**src/rtl/pwm_reg_arbiter.sv**
```systemverilog
// PWM configuration register bank with round-robin arbitrated write access from two requesters.
// Registered ready/done/err; IDLE -> GRANT -> COMMIT gives one write per three cycles.
module pwm_reg_arbiter #(
  parameter int NUM_REGS = 5,
  parameter int ADDR_W   = 7,
  parameter int DATA_W   = 8
) (
  input  logic              clk,
  input  logic              rst,
  input  logic              a_valid,
  input  logic [ADDR_W-1:0] a_addr,
  input  logic [DATA_W-1:0] a_data,
  output logic              a_ready,
  output logic              a_done,
  output logic              a_err,
  input  logic              b_valid,
  input  logic [ADDR_W-1:0] b_addr,
  input  logic [DATA_W-1:0] b_data,
  output logic              b_ready,
  output logic              b_done,
  output logic              b_err,
  output logic [DATA_W-1:0] en_reg_out_7_0,
  output logic [DATA_W-1:0] en_reg_out_15_8,
  output logic [DATA_W-1:0] en_reg_pwm_7_0,
  output logic [DATA_W-1:0] en_reg_pwm_15_8,
  output logic [DATA_W-1:0] pwm_duty_cycle
);

  typedef enum logic [1:0] {IDLE, GRANT, COMMIT} state_t;

  state_t              state_q, state_d;
  logic                gnt_q, gnt_d;   // 0 = port A, 1 = port B
  logic                ptr_q, ptr_d;   // port favoured on a tie
  logic [ADDR_W-1:0]   addr_q, addr_d;
  logic [DATA_W-1:0]   data_q, data_d;
  logic [DATA_W-1:0]   regs_q [NUM_REGS];
  logic [DATA_W-1:0]   regs_d [NUM_REGS];
  logic                a_ready_q, a_ready_d, b_ready_q, b_ready_d;
  logic                a_done_q, a_done_d, b_done_q, b_done_d;
  logic                a_err_q, a_err_d, b_err_q, b_err_d;
  logic                win_valid;
  logic                in_range;
  logic                wr_en;

  always_ff @(posedge clk) begin
    if (rst) begin
      state_q   <= IDLE;
      gnt_q     <= 1'b0;
      ptr_q     <= 1'b0;
      addr_q    <= '0;
      data_q    <= '0;
      a_ready_q <= 1'b0;
      b_ready_q <= 1'b0;
      a_done_q  <= 1'b0;
      b_done_q  <= 1'b0;
      a_err_q   <= 1'b0;
      b_err_q   <= 1'b0;
      for (int i = 0; i < NUM_REGS; i++) regs_q[i] <= '0;
    end else begin
      state_q   <= state_d;
      gnt_q     <= gnt_d;
      ptr_q     <= ptr_d;
      addr_q    <= addr_d;
      data_q    <= data_d;
      a_ready_q <= a_ready_d;
      b_ready_q <= b_ready_d;
      a_done_q  <= a_done_d;
      b_done_q  <= b_done_d;
      a_err_q   <= a_err_d;
      b_err_q   <= b_err_d;
      for (int i = 0; i < NUM_REGS; i++) regs_q[i] <= regs_d[i];
    end
  end

  assign win_valid = gnt_q ? b_valid : a_valid;

  always_comb begin
    state_d = state_q;
    gnt_d   = gnt_q;
    ptr_d   = ptr_q;
    addr_d  = addr_q;
    data_d  = data_q;
    case (state_q)
      IDLE: begin
        if (a_valid || b_valid) begin
          gnt_d   = (a_valid && b_valid) ? ptr_q : b_valid;
          state_d = GRANT;
        end
      end
      GRANT: begin
        // A winner that withdrew its request loses the slot without moving the pointer.
        if (win_valid) begin
          addr_d  = gnt_q ? b_addr : a_addr;
          data_d  = gnt_q ? b_data : a_data;
          state_d = COMMIT;
        end else begin
          state_d = IDLE;
        end
      end
      COMMIT: begin
        ptr_d   = ~gnt_q;
        state_d = IDLE;
      end
      default: state_d = IDLE;
    endcase
  end

  // Full-width compare so out-of-range addresses never alias onto a real register.
  assign in_range = ({1'b0, addr_q} < (ADDR_W+1)'(NUM_REGS));
  assign wr_en    = (state_q == COMMIT) && in_range;

  always_comb begin
    a_ready_d = 1'b0;
    b_ready_d = 1'b0;
    a_done_d  = 1'b0;
    b_done_d  = 1'b0;
    a_err_d   = 1'b0;
    b_err_d   = 1'b0;
    if (state_q == IDLE && state_d == GRANT) begin
      a_ready_d = ~gnt_d;
      b_ready_d = gnt_d;
    end
    if (state_q == COMMIT) begin
      a_done_d = ~gnt_q & in_range;
      b_done_d = gnt_q & in_range;
      a_err_d  = ~gnt_q & ~in_range;
      b_err_d  = gnt_q & ~in_range;
    end
  end

  always_comb begin
    for (int i = 0; i < NUM_REGS; i++) begin
      regs_d[i] = regs_q[i];
      if (wr_en && addr_q == ADDR_W'(i)) regs_d[i] = data_q;
    end
  end

  assign a_ready         = a_ready_q;
  assign b_ready         = b_ready_q;
  assign a_done          = a_done_q;
  assign b_done          = b_done_q;
  assign a_err           = a_err_q;
  assign b_err           = b_err_q;
  assign en_reg_out_7_0  = regs_q[0];
  assign en_reg_out_15_8 = regs_q[1];
  assign en_reg_pwm_7_0  = regs_q[2];
  assign en_reg_pwm_15_8 = regs_q[3];
  assign pwm_duty_cycle  = regs_q[4];

endmodule

```
**config.mk**
```make
export PLATFORM = sky130hd
export DESIGN_NAME = pwm_reg_arbiter
export DESIGN_NICKNAME = d
export VERILOG_FILES = /design/src/rtl/pwm_reg_arbiter.sv
export SDC_FILE = /design/constraint.sdc
export NUM_CORES = 1
export LEC_CHECK = 0
export CORE_ASPECT_RATIO = 0.7
export CORE_MARGIN = 2
export CORE_UTILIZATION = 42
export DETAILED_ROUTE_END_ITERATION = 7
export PLACE_DENSITY = 0.86
export SLEW_MARGIN = 20
export SYNTH_ARGS = -nofsm -noshare
export SYNTH_HDL_FRONTEND = slang
export SYNTH_SLANG_ARGS = --single-unit
export TNS_END_PERCENT = 100
```
**constraint.sdc**
```tcl
create_clock -name clk -period 1.57 [get_ports clk]
set_clock_uncertainty 0.05 [all_clocks]
set_input_delay 0.314 -clock clk [delete_from_list [all_inputs] [get_ports clk]]
set_output_delay 0.314 -clock clk [all_outputs]
set_load 0.005 [all_outputs]
```
==> flow_summary_export.csv <==
group,metric,value,unit
critical_path,ff2ff_path_depth,5,
placement,pre_cts_ws,-0.310,ns
cells_and_area,area_growth,46.1,%
logic_synthesis,yosys.area_share.simple,0.179,
detailed_routing,ant_nets,0,
logic_synthesis,synthArstFlopShare,0,
logic_synthesis,synth_flop_cell,"dfxtp_1",
logic_synthesis,synth_top_family_by_area,"multiplexers",
critical_path,crit_start,"regs_q[0][36]",
grt,grt_pass1_wl,9960,µm
logic_synthesis,synth_compound_area_frac,0.0881,
floorplan,fp.dieArea,0.00702,mm²
critical_path,worstPathBufferInverterCount,1,
placement,numPortBuffers,79,
sta,fmax,655,MHz
critical_path,endpoint_kind,"output pin",
sta,slew_headroom,0.739,
logic_synthesis,synth_cell_types,29,
critical_path,worstPathMaxFanout,2,
critical_path,crit_end,"pwm_duty_cycle[4]",
clock_tree,insertion_delay,0.34,ns
critical_path,cp_slowest_cell,"clkdlybuf4s50_1",
floorplan,io_pins,80,
clock_tree,clk_pin_slew_worst_paths,0.07,ns
sta,maxSlewViolCount,0,
detailed_routing,via_count,2115,
detailed_routing,routed_wl,6230,µm
sta,min_period_over_period,0.972,
critical_path,crit_chain,"clkdlybuf4s50_1",
clock_tree,clock_path_buffers,2,
cells_and_area,fin_nets,370,
logic_synthesis,yosysMostFrequentCell,"dfxtp_1",
sta,fin_setup_tns,0,ns
floorplan,rows,24,
cells_and_area,insertedDiodeCount,0,
logic_synthesis,yosys.area.top_type_share,0.487,
grt,overflow,0,
floorplan,initial_core_util,0.432,
clock_tree,numCtsBuffers,9,
sta,hold_viol_final,0,
logic_synthesis,synth_seq_area_share,0.487,
critical_path,worstPathArrival,1.16,ns
clock_tree,cts_root_buf,"clkbuf_8",
critical_path,required,1.21,ns
sta,timing.final.ws_setup,0.0443,ns
placement,place.detailed.hpwl,4360,µm
floorplan,die_x,99.3,µm
critical_path,rr_startpoint,"addr_q[5]",
detailed_routing,first_pass_iters,4,
logic_synthesis,synth_adder_area_share,0,
power_and_ir_drop,leakage,2.13,nW
detailed_routing,drc,0,
detailed_routing,wl_per_cell,14.9,µm
critical_path,path_delay_family,"buffers and inverters",
cells_and_area,drive_gt1_frac,0.164,
grt,grt_max_degree,71,
logic_synthesis,synth.largest_area_cell,"dfxtp_1",
floorplan,coreArea,0.00619,mm²
power_and_ir_drop,ir_drop,0.380,mV
sta,rsz0062_at_grt,"no",
logic_synthesis,ys_warn_count,0,
logic_synthesis,synth.avg_cell_area,10.8,µm²
logic_synthesis,muxShareOfSynthArea,0.212,
grt,grt_usage,0.184,
placement,placed_cells,399,
cells_and_area,design_area,0.00390,mm²
logic_synthesis,syn_area,0.00267,mm²
clock_tree,cts_sinks,65,
sta,tightest_slew,0.382,ns
grt,grt_pass1_vias,2081,
placement,placed_area,0.00358,mm²
logic_synthesis,synth_common_cells,"dfxtp_1, mux2i_1, nand2b_1",
floorplan,dieHeight,70.7,µm
clock_tree,cts_tree,"done",
clock_tree,h-tree-depth,3,
critical_path,criticalPathCategory,"register to output pin",
critical_path,ff2ff_setup_slack,0.09,ns
clock_tree,postCtsHoldBufs,0,
logic_synthesis,synth_xor_area_frac,0,
outcome,run_status,"completed",
power_and_ir_drop,power_density,901,mW/mm²
grt,antenna_found_initial,0,
critical_path,critPathMaxStageDelay,0.49,ns
detailed_routing,drt_iter0_markers,68,
hold_path,hold_class,"input port to register",
critical_path,cp.depth,1,
sta,setup_viol,0,
run,maxCapViolCount,0,
critical_path,start_kind,"register",
logic_synthesis,synth-seq-cells,65,
cells_and_area,finalNonFillerCells,419,
logic_synthesis,synth_edf_count,0,
detailed_routing,viasPerCell,5.05,
sta,final.min_clock_period,1.53,ns
logic_synthesis,synthCells,247,
logic_synthesis,synthesis.nets,281,
logic_synthesis,synthTopCellsByArea,"dfxtp_1, mux2i_1, nand2b_1",
placement,gp_congestion,0.744,
critical_path,rr_endpoint,"regs_q[0][23]",
sta,whs,0.386,ns
## report_power, final
part	internal [mW]	switching [mW]	total [mW]
clock network	0.771	0.632	1.40
logic	0.213	0.179	0.392
registers	1.69	0.0313	1.72
total	2.67	0.842	3.52
## sequential cells by signal, summed over array words and instances, names as in the netlist
register  count
data_q        8
b_done        1
b_err         1
regs_q       40
a_ready       1
ptr_q         1
b_ready       1
gnt_q         1
a_err         1
state_q       2
a_done        1
addr_q        7
## per-layer routing
metal,wire (µm),part of all wire,global-route usage,up-vias
met4,57,0.0092,0.0502,0
met1,2920,0.47,0.232,1009
met3,383,0.062,0.0830,7
met2,2860,0.46,0.291,52
met5,0,0,0,-
li1,-,-,-,1047
## per-stage QoR
stage          power (mW)   util
2_1_floorplan        1.97      -
3_3_place_gp         2.13  0.578
3_5_place_dp         2.14  0.578
4_1_cts              3.54  0.611
5_1_grt              3.67  0.631
6_report             3.52  0.631
## cell families after synthesis
family	count (synthesis)
compound gates	37
buf+inv	17
flops	65
mux	56
simple gates	72
## placed cells by master, fill, tap and decap left out, types with 2 or more instances in the layout
master / n
a211oi_1: 16
a21oi_1: 17
and3_1: 2
buf_12: 2
buf_4: 14
clkbuf_8: 10
clkdlybuf4s50_1: 39
clkinv_2: 2
clkinvlp_4: 2
dfxtp_1: 46
dfxtp_2: 19
dlygate4sd2_1: 9
dlymetal6s2s_1: 30
mux2i_1: 55
nand2_1: 2
nand2b_1: 50
nand4b_1: 2
nor2_1: 4
nor2b_1: 3
## area by class of cell
cell class,instances,area (µm²)
fill,512,2280
sequential,65,1330
multi-input combinational,165,1290
timing repair buffer,95,995
clock buffer,11,141
tap,78,97.6
clock inverter,5,55.1
## worst min-delay path by stage
| stage | from | to | slack [ns] | depth (start not counted) |
|---|---|---|---|---|
| final | rst | state_q[1] | 0.39 | 3 |
| after global routing | rst | data_q[6] | 0.39 | 3 |
| after CTS | rst | data_q[5] | 0.36 | 3 |
| after detailed placement | regs_q[0][25] | regs_q[0][25] | 0.41 | 2 |
| after global placement | regs_q[0][24] | regs_q[0][24] | 0.41 | 2 |
| after floorplan | a_valid | gnt_q | 0.37 | 1 |
## tightest hold or removal path: stages
cell	delay (ns)
buf_2	0.10
buf_12	0.23
nor2b_1	0.08
## what timing repair did
| item | CTS | global route |
|---|---|---|
| setup endpoints to repair | 20 | 55 |
| resized for setup | 16 | 44 |
| setup buffers | 1 | 3 |
| pin swaps | 1 | 1 |
| cloned | 0 | 0 |
Note: power is estimated with default switching activity, not from simulation.
==> patch, RTL diff (config.mk and constraints unchanged) <==
The parameter `NUM_REGS` goes from 5 to 10.
--- a/src/rtl/pwm_reg_arbiter.sv
+++ b/src/rtl/pwm_reg_arbiter.sv
@@ -3,3 +3,3 @@
 module pwm_reg_arbiter #(
-  parameter int NUM_REGS = 5,
+  parameter int NUM_REGS = 10,
   parameter int ADDR_W   = 7,
Function: changed (Yosys sat finds a counterexample within 4 cycles, from zero or initial values and one cycle with rst high).
==> patch against the original RTL <==
- sequential power up 15%
- the run now ends with setup timing left
- routed wire length decreased by 4.9%
- setup slack lost 0.16 ns
- sequential cell count is the same
- fmax decreased by 9.3%
- largest cell class unchanged
- total power grew 7.7%
- design area is 5.3% lower
- synthesized area down 12%
==> patch: results (changes against the original RTL) <==
Run status
  • Outcome: finished, violations left
  • Violations in the final reports: setup timing

Logic synthesis
  • Number of enable flip-flop cells after synthesis: 40 (+40)
  • Post-Syn Nets: 189 (-33%)
  • Fraction of the mapped netlist area in compound gates: 10.9% (+2.1 points)
  • Fraction of synthesized area in multiplexers: 7.00% (-14 points)
  • Proportion of synthesized chip area in sequential cells: 72.1% (+23 points)
  • Mean instance size in the synthesized netlist: 15.2 sq um (+41%)
  • Leading cell types by total area after synthesis: sky130_fd_sc_hd__edfxtp_1, sky130_fd_sc_hd__dfxtp_1, sky130_fd_sc_hd__mux2i_1
  • Number of distinct library cells after synthesis: 32 (+10%)
  • Most used standard cells in the synthesized netlist: sky130_fd_sc_hd__edfxtp_1, sky130_fd_sc_hd__dfxtp_1, sky130_fd_sc_hd__mux2i_1, sky130_fd_sc_hd__nor2b_1, sky130_fd_sc_hd__a21oi_1

Place
  • Total placed instance area: 3410 sq um (-4.7%)
  • Global placement routability congestion: 0.815 (+9.5%)
  • Placed wire-length estimate: 3750 um (-14%)
  • # placed instances: 324 (-19%)

Routing
  • Total via count in the routed design: 1717 (-19%)
  • Average routed wire per standard cell: 17.4 um (+17%)
  • Starting DRT DRC Count: 105 (+54%)

Timing
  • # setup viols final: 40 (+40)
  • Transition time of the tightest slew-check pin: 0.445 ns (+0.0632 ns)
  • Setup ws final: -0.111 ns (-0.156 ns)
  • Hold slack final: 0.503 ns (+0.117 ns)

GRT
  • Global-route wire length before repair: 8670 um (-13%)
  • Number of antenna violations at the first check in global routing: 0 (unchanged)
  • Total grt overflow: 0 (unchanged)
  • Global router's overall resource usage: 19.7% (+1.2 points)
  • Largest net degree at the start of global routing: 21 (-70%)

Critical path
  • CP Capture Point: regs_q[0][14]$_DFFE_PP_
  • Critical-path maximum fanout: 8 (+6)
  • Worst setup startpoint: addr_q[5]$_SDFFE_PP0N_
  • Register-to-Register Path Depth: 4 (-1)
  • Data arrival time at the worst-slack endpoint: 1.67 ns (+0.51 ns)

Pwr
  • Worst vdd rail ir drop: 0.539 mV (+42%)
  • Static leakage power: 1.58 nW (-26%)

Final layout
  • Proportion of layout cells with a drive suffix above 1: 19.0% (+2.5 points)
  • Number of fill cells: 367 (-28%)
  • Final net count: 298 (-19%)
  • Biggest regs: regs_q (40), data_q (8), addr_q (7)
  • Count of placed standard cells in the final layout, fillers left out: 341 (-19%)

Clocking
  • Deepest level of the CTS H-tree: 3 (unchanged)

Min path
  • HP Class: reg2reg
==> patch: layout make-up <==
cell class	count	area [sq um]	area share [%]
Timing Repair Buffer	106	1060	28.7
Clock buffer	11	131	3.56
Clock inverter	5	46.3	1.25
Tap cell	72	90.1	2.44
Inverter	1	3.75	0.102
Multi-Input combinational cell	81	658	17.8
Sequential cell	65	1700	46.1
==> patch: layer usage <==
metal | vias to the layer above | global-route usage, % | share of wire (%)
met5 | - | 0 | 0
met4 | 0 | 7.25 | 1.1
met3 | 7 | 9.39 | 9.7
met2 | 88 | 33.1 | 50
met1 | 809 | 22.0 | 39
li1 | 813 | - | -
==> patch: cells by family after synthesis <==
logic type	Yosys count
simple gates	31
mux	16
compound gates	34
buf+inv	9
flops	65
==> patch: worst max-delay path, cell delays in order, from the launching register on <==
cell	delay, ns
sky130_fd_sc_hd__dfxtp_2	0.32
sky130_fd_sc_hd__or3_4	0.40
sky130_fd_sc_hd__buf_4	0.15
sky130_fd_sc_hd__nor3_4	0.19
sky130_fd_sc_hd__a31o_4	0.28
==> patch: stage by stage <==
step                      setup slack, ns  power (mW)  TNS [ns]
after floorplan                  0.000747        2.18         0
after global placement             -0.193        2.49     -5.95
after detailed placement           -0.248        2.51     -8.03
after CTS                         -0.0985        3.81     -3.33
after global routing               -0.168        3.92     -5.99
final                              -0.111        3.79     -3.36
==> patch: power breakdown <==
part           switching, mW  internal [mW]
Sequential            0.0435           1.92
Clock                  0.570          0.715
Combinational          0.224          0.312
==> patch: worst min-delay path by stage <==
stage,startpoint,endpoint,depth (start not counted)
global route,ptr_q$_SDFFE_PP0N_,ptr_q$_SDFFE_PP0N_,2
floorplan,a_valid,state_q[0]$_SDFF_PP0_,1
detailed placement,ptr_q$_SDFFE_PP0N_,a_ready$_SDFF_PP0_,2
finish,ptr_q$_SDFFE_PP0N_,ptr_q$_SDFFE_PP0N_,2
CTS,ptr_q$_SDFFE_PP0N_,ptr_q$_SDFFE_PP0N_,2
global placement,ptr_q$_SDFFE_PP0N_,ptr_q$_SDFFE_PP0N_,2
==> patch: timing repair <==
action / in CTS / in global routing
resized for setup: 12 / 19
buffers inserted: 1 / 0
setup endpoints to repair: 53 / 62
hold buffers: 0 / 0
endpoints found under the hold margin: 0 / 0
pin swaps: 7 / 2
